<file path="src/rtl/imem_loader_if.sv">
// imem_loader_if
// Groups the program-port byte stream, the imem write port and the
// load status of the instruction-memory loader.
//   start       begin a load (honoured only while the loader is idle or done)
//   byte_in     stream data byte
//   byte_valid  byte_in valid
//   byte_ready  loader can accept a byte
//   we          imem write enable, one-cycle pulse per word
//   waddr       imem write address
//   wdata       imem write data
//   cpu_hold    holds the core in reset while high
//   done        load sequence finished
//   err         load failed (bad count or checksum)
// master = program source / status observer, slave = the loader.
interface imem_loader_if #(
    parameter int N      = 32,
    parameter int ADDR_W = 6
) ();
    logic              start;
    logic [7:0]        byte_in;
    logic              byte_valid;
    logic              byte_ready;
    logic              we;
    logic [ADDR_W-1:0] waddr;
    logic [N-1:0]      wdata;
    logic              cpu_hold;
    logic              done;
    logic              err;

    modport master (
        output start, byte_in, byte_valid,
        input  byte_ready, we, waddr, wdata, cpu_hold, done, err
    );

    modport slave (
        input  start, byte_in, byte_valid,
        output byte_ready, we, waddr, wdata, cpu_hold, done, err
    );
endinterface

</file>
<file path="src/rtl/imem_loader.sv">
// imem_loader
// Loads a program into the 2**ADDR_W x N instruction memory from a byte
// stream: count byte C, 4*C little-endian payload bytes, one XOR checksum
// byte over the payload. Words go to addresses 0..C-1, the rest of memory
// is zero-filled, and the core is released (cpu_hold low) only after a
// load with a valid count and matching checksum.
// Ports:
//   clk    system clock, all logic on the rising edge
//   reset  synchronous, active-low reset
//   bus    imem_loader_if slave: byte stream in, imem write port and
//          status (cpu_hold, done, err) out
module imem_loader #(
    parameter int N      = 32,
    parameter int ADDR_W = 6
) (
    input  logic         clk,
    input  logic         reset,
    imem_loader_if.slave bus
);
    localparam int DEPTH = 1 << ADDR_W;
    localparam int CW    = ADDR_W + 1;   // count must hold DEPTH itself
    localparam int LANES = N / 8;

    typedef enum logic [2:0] {
        S_IDLE,
        S_COUNT,
        S_DATA,
        S_CSUM,
        S_FILL,
        S_DONE
    } state_t;

    state_t                     state_reg, state_next;
    logic [CW-1:0]              count_reg, count_next;
    logic [1:0]                 byte_idx_reg, byte_idx_next;
    logic [ADDR_W-1:0]          word_idx_reg, word_idx_next;
    logic [LANES-2:0][7:0]      lane_reg, lane_next;
    logic [7:0]                 csum_reg, csum_next;
    logic                       we_reg, we_next;
    logic [ADDR_W-1:0]          waddr_reg, waddr_next;
    logic [N-1:0]               wdata_reg, wdata_next;
    logic                       cpu_hold_reg, cpu_hold_next;
    logic                       done_reg, done_next;
    logic                       err_reg, err_next;

    logic                       byte_ready_int;
    logic                       xfer;
    logic                       csum_bad;
    logic [N-1:0]               word_full;

    assign byte_ready_int = (state_reg == S_COUNT) || (state_reg == S_DATA) ||
                            (state_reg == S_CSUM);
    assign xfer           = bus.byte_valid && byte_ready_int;
    assign csum_bad       = (bus.byte_in != csum_reg);

    // The completed word is the three buffered lanes plus the byte arriving
    // now, so the write can be issued on the very edge the 4th byte lands.
    generate
        for (genvar gi = 0; gi < LANES; gi++) begin : g_lane
            if (gi == LANES - 1) begin : g_top
                assign word_full[8*gi +: 8] = bus.byte_in;
            end else begin : g_buf
                assign word_full[8*gi +: 8] = lane_reg[gi];
            end
        end
    endgenerate

    always_ff @(posedge clk) begin
        if (!reset) begin
            state_reg    <= S_IDLE;
            count_reg    <= '0;
            byte_idx_reg <= '0;
            word_idx_reg <= '0;
            lane_reg     <= '0;
            csum_reg     <= '0;
            we_reg       <= 1'b0;
            waddr_reg    <= '0;
            wdata_reg    <= '0;
            cpu_hold_reg <= 1'b1;
            done_reg     <= 1'b0;
            err_reg      <= 1'b0;
        end else begin
            state_reg    <= state_next;
            count_reg    <= count_next;
            byte_idx_reg <= byte_idx_next;
            word_idx_reg <= word_idx_next;
            lane_reg     <= lane_next;
            csum_reg     <= csum_next;
            we_reg       <= we_next;
            waddr_reg    <= waddr_next;
            wdata_reg    <= wdata_next;
            cpu_hold_reg <= cpu_hold_next;
            done_reg     <= done_next;
            err_reg      <= err_next;
        end
    end

    always_comb begin
        state_next    = state_reg;
        count_next    = count_reg;
        byte_idx_next = byte_idx_reg;
        word_idx_next = word_idx_reg;
        lane_next     = lane_reg;
        csum_next     = csum_reg;
        we_next       = 1'b0;          // write enable is a pulse by default
        waddr_next    = waddr_reg;
        wdata_next    = wdata_reg;
        cpu_hold_next = cpu_hold_reg;
        done_next     = done_reg;
        err_next      = err_reg;

        case (state_reg)
            S_IDLE: begin
                if (bus.start) begin
                    state_next = S_COUNT;
                end
            end

            S_COUNT: begin
                if (xfer) begin
                    csum_next     = '0;
                    byte_idx_next = '0;
                    word_idx_next = '0;
                    if (int'(bus.byte_in) > DEPTH) begin
                        // Oversized program: refuse it outright, memory untouched.
                        err_next      = 1'b1;
                        done_next     = 1'b1;
                        cpu_hold_next = 1'b1;
                        state_next    = S_DONE;
                    end else begin
                        count_next = CW'(bus.byte_in);
                        state_next = (bus.byte_in == 8'd0) ? S_CSUM : S_DATA;
                    end
                end
            end

            S_DATA: begin
                if (xfer) begin
                    csum_next = csum_reg ^ bus.byte_in;
                    if (byte_idx_reg == 2'(LANES - 1)) begin
                        wdata_next    = word_full;
                        we_next       = 1'b1;
                        waddr_next    = word_idx_reg;
                        word_idx_next = word_idx_reg + ADDR_W'(1);
                        byte_idx_next = '0;
                        if ({1'b0, word_idx_reg} == count_reg - CW'(1)) begin
                            state_next = S_CSUM;
                        end
                    end else begin
                        lane_next[byte_idx_reg] = bus.byte_in;
                        byte_idx_next           = byte_idx_reg + 2'd1;
                    end
                end
            end

            S_CSUM: begin
                if (xfer) begin
                    err_next = csum_bad;
                    if (count_reg < CW'(DEPTH)) begin
                        // First fill write goes out on the next cycle at address C.
                        state_next = S_FILL;
                        we_next    = 1'b1;
                        waddr_next = count_reg[ADDR_W-1:0];
                        wdata_next = '0;
                    end else begin
                        state_next    = S_DONE;
                        done_next     = 1'b1;
                        cpu_hold_next = csum_bad;
                    end
                end
            end

            S_FILL: begin
                // waddr_reg is the address being written this cycle.
                if (waddr_reg == {ADDR_W{1'b1}}) begin
                    state_next    = S_DONE;
                    done_next     = 1'b1;
                    cpu_hold_next = err_reg;
                end else begin
                    we_next    = 1'b1;
                    waddr_next = waddr_reg + ADDR_W'(1);
                end
            end

            S_DONE: begin
                if (bus.start) begin
                    state_next    = S_COUNT;
                    done_next     = 1'b0;
                    err_next      = 1'b0;
                    cpu_hold_next = 1'b1;
                    byte_idx_next = '0;
                    word_idx_next = '0;
                    csum_next     = '0;
                end
            end

            default: begin
                state_next = S_IDLE;
            end
        endcase
    end

    assign bus.byte_ready = byte_ready_int;
    assign bus.we         = we_reg;
    assign bus.waddr      = waddr_reg;
    assign bus.wdata      = wdata_reg;
    assign bus.cpu_hold   = cpu_hold_reg;
    assign bus.done       = done_reg;
    assign bus.err        = err_reg;
endmodule

</file>
<file path="src/flat_wrapper.sv">
// flat-port wrapper written by rule: the top's interface ports become plain ports
module imem_loader_flat 
#(
    parameter int N      = 32,
    parameter int ADDR_W = 6
)
  (clk, reset, bus_start, bus_byte_in, bus_byte_valid, bus_byte_ready, bus_we, bus_waddr, bus_wdata, bus_cpu_hold, bus_done, bus_err);
  imem_loader_if #(.N(N), .ADDR_W(ADDR_W)) bus_i ();
  input  logic clk;
  input  logic reset;
  input wire logic [$bits(bus_i.start)-1:0] bus_start;
  input wire logic [$bits(bus_i.byte_in)-1:0] bus_byte_in;
  input wire logic [$bits(bus_i.byte_valid)-1:0] bus_byte_valid;
  output wire logic [$bits(bus_i.byte_ready)-1:0] bus_byte_ready;
  output wire logic [$bits(bus_i.we)-1:0] bus_we;
  output wire logic [$bits(bus_i.waddr)-1:0] bus_waddr;
  output wire logic [$bits(bus_i.wdata)-1:0] bus_wdata;
  output wire logic [$bits(bus_i.cpu_hold)-1:0] bus_cpu_hold;
  output wire logic [$bits(bus_i.done)-1:0] bus_done;
  output wire logic [$bits(bus_i.err)-1:0] bus_err;
  assign bus_i.start = bus_start;
  assign bus_i.byte_in = bus_byte_in;
  assign bus_i.byte_valid = bus_byte_valid;
  assign bus_byte_ready = bus_i.byte_ready;
  assign bus_we = bus_i.we;
  assign bus_waddr = bus_i.waddr;
  assign bus_wdata = bus_i.wdata;
  assign bus_cpu_hold = bus_i.cpu_hold;
  assign bus_done = bus_i.done;
  assign bus_err = bus_i.err;
  imem_loader #(.N(N), .ADDR_W(ADDR_W)) u_core (.clk(clk), .reset(reset), .bus(bus_i));
endmodule
</file>
<file path="config.mk">
export PLATFORM = sky130hd
export DESIGN_NAME = imem_loader_flat
export DESIGN_NICKNAME = d
export VERILOG_FILES = /design/src/rtl/imem_loader_if.sv /design/src/rtl/imem_loader.sv /design/src/flat_wrapper.sv
export SDC_FILE = /design/constraint.sdc
export NUM_CORES = 1
export LEC_CHECK = 0
export CORE_MARGIN = 3
export CORE_UTILIZATION = 40
export DETAILED_ROUTE_END_ITERATION = 10
export PLACE_DENSITY_LB_ADDON = 0.2
export SYNTH_ARGS = -nofsm -noshare
export SYNTH_HDL_FRONTEND = slang
export SYNTH_SLANG_ARGS = --single-unit
</file>
<file path="constraint.sdc">
create_clock -name clk -period 4.28 [get_ports clk]
set_clock_uncertainty 0.2 [all_clocks]
set_input_delay 0.642 -clock clk [delete_from_list [all_inputs] [get_ports clk]]
set_output_delay 0.642 -clock clk [all_outputs]
set_load 0.02 [all_outputs]
</file>
==> impl_metrics.toml <==
[outcome]
status = "finished, final reports clean"

[sta]
hold_violations = 0
relSlewSlack = 0.331
rsz0062_at_grt = "false"
min_period_over_period = 0.645
tns_ps = 0
fin_crit_ps = 2760
drv_slew = 0
max_freq_mhz = 362
holdWs_ps = 283
setup_viol = 0
setup_ws_ps = 1520
worst_pin_slew_ps = 1000

[placement]
place_congestion = 0.849
placed_cell_area_sq_um = 4900
io_buffer_count = 54
dp_hpwl_mm = 7.56
pre_cts_ws_ps = 1150

[setup_path]
startpoint_type = "primary input"
end_kind = "flop"
r2r_cells = 5
worstSetupStartpoint = "bus_byte_in[1]"
worstPathMaxFanout = 9
path_class = "in -> reg"
crit_arrival_ps = 2810
rrSetupSlack_ps = 1650
rr_startpoint = "u_core.state_reg[2]"
worstReg2RegEnd = "u_core.csum_reg[1]"
worst-endpoint-required_ps = 4330

[global_route]
grt_pass1_vias = 3572
overflow = 0
grt_start_max_net_pins = 58
grt.total_usage = 0.198
grt_pass1_wl_mm = 18.6
antenna_found_initial = 0

[synthesis]
synth_area_leader_cell = "dfxtp_1"
synth-xor-area-share = 0.0385
synth.top_cell.area_share = 0.427
async_flop_share = 0
synth_cell_types = 60
synth_compound_area_frac = 0.197
syn_area_sq_um = 4320
synth-seq-cells = 92
avgSynthCellArea_sq_um = 8.62
ys.flop_type = "dfxtp_1"
synth_adder_area_share = 0.0203
yosysWarnings = 0
synth-simple-area-share = 0.188
ys_top_cells_by_area = "dfxtp_1 43%, nor2_1 8.1%, mux2i_1 7.4%"
syn_inst = 501
synth_mux_area_frac = 0.0768
synth_edf_count = 0
synth-seq-area-share = 0.427
synth_top_family_by_area = "compound AO/OA/AOI/OAI gates"
syn_nets = 520
yosysMostFrequentCell = "nor2_1"
synth_common_cells = "93 x nor2_1, 92 x dfxtp_1, 33 x a22oi_1"

[clock_tree]
h-tree-depth = 3
cts_sinks = 92
path_clk_slew_ps = 90
postCtsHoldBufs = 0
clk_latency_ps = 370
post_cts_buffers = 0
cts_tree = "built"
numCtsBuffers = 9
cts_root_buf = "clkbuf_8"
cts-resized-gates = 0
clk_path_buf_depth = 2

[finish]
largest_register_ffs = 32
antenna_cells = 0
areaGrowthSynthToFinish_pct = 17.3
nets = 551
fillers = 1045
final_cell_area_sq_um = 5060
final_layout_size_suffix_gt1_frac = 0.0596

[routing]
vias_per_cell = 5.45
finalWirelength_mm = 11.3
dr.first_iter.drc_count = 297
drc = 0
dr.pass1.iters = 5
drtAntennaViolNets = 0
num_vias = 3668
wire_per_inst_um = 16.8

[pwr]
p_total_w = 0.00203
power.density_nw_per_um2 = 402
p_leak_nw = 1.96
peakVddDrop_mv = 0.314

[floorplan]
ioPinCount = 55
die_height_um = 110
rows = 37
die_area_sq_um = 12100
core_area_sq_um = 10400
start_util = 0.415
die_w_um = 110

[min_path]
hold_path_end = "u_core.csum_reg[2]"
hold_depth = 2
hold_path.class = "reg -> reg"
hold_path_startpoint = "u_core.csum_reg[2]"

[job]
cap_viol_max_count = 0
## where the power goes
| group | leakage [nW] | total (W) | internal (W) | switching [W] |
|---|---|---|---|---|
| Combinational | 1.14 | 0.000541 | 0.000210 | 0.000331 |
| Clock | 0.0824 | 0.000530 | 0.000210 | 0.000320 |
| Sequential | 0.742 | 0.000964 | 0.000896 | 0.0000680 |
## how the worst max path moves through the flow
stage | slack, ps | to | cells past startpoint
finish | 1520 | u_core.count_reg[6] | 6
global route | 1330 | u_core.lane_reg[15] | 7
CTS | 1540 | u_core.count_reg[6] | 6
detailed placement | 1150 | u_core.count_reg[6] | 6
global placement | 1160 | u_core.bus.cpu_hold | 6
floorplan | 1940 | u_core.count_reg[0] | 6
## kinds of logic (layout without fill, tap and decap cells)
kind of cell,count (synthesis),count (layout)
flip-flops,92,92
multiplexers,33,33
buffers and inverters,53,89
XOR/XNOR,19,19
adder cells (fa/ha/maj),7,7
AND/OR/NAND/NOR,172,172
AO/OA/AOI/OAI,125,125
## layout make-up
type                            instances  area [sq um]  share of cell area
Clock buffer                           10           128              0.0252
Clock inverter                          6          38.8             0.00766
Inverter                               13          48.8             0.00964
Multi-Input combinational cell        356          2250               0.445
Sequential cell                        92          1840               0.364
Tap cell                              136           170              0.0336
Timing Repair Buffer                   60           586               0.116
## worst max-delay path, stage by stage
cell and delay, ps:
clkdlybuf4s50_1 690, or4_4 650, o31ai_4 360, nand3_4 220, mux2i_1 190, nor2_1 60
## cell usage in the layout, fill, tap and decap left out, types with 2 or more instances in the layout
cell	count
a211oi_1	4
nor3_1	2
a31oi_1	2
nor2b_1	7
a22oi_1	33
clkinv_2	3
xnor2_1	8
and3_1	6
nand2b_1	8
buf_4	6
inv_1	12
o211ai_1	3
nand2_1	24
nor2_1	92
o21ai_0	23
clkdlybuf4s50_1	54
a21oi_1	25
mux2i_1	32
ha_1	7
nor4_1	2
o22ai_1	2
o21a_1	2
or3_1	2
o2111ai_1	5
xor2_1	11
nand3b_1	7
clkbuf_8	9
nor3b_1	2
nand3_1	9
dfxtp_1	92
a211o_1	2
o21ai_1	7
clkinvlp_4	2
a21o_1	2
## per-layer routing
metal  share of wire  vias up  routed length, um  GRT usage
li1                -     1820                  -          -
met5               0        -                  0          0
met1            0.48     1742               5390      0.270
met3           0.043       18                481     0.0417
met4           0.020        0                220     0.0641
met2            0.46       88               5180      0.311
## metrics by stage
step,util,cells
final,0.486,673
after global routing,0.486,673
after CTS,0.486,673
after detailed placement,0.470,657
after global placement,0.470,657
after floorplan,-,501
Note: power is estimated with default switching activity, not from simulation.
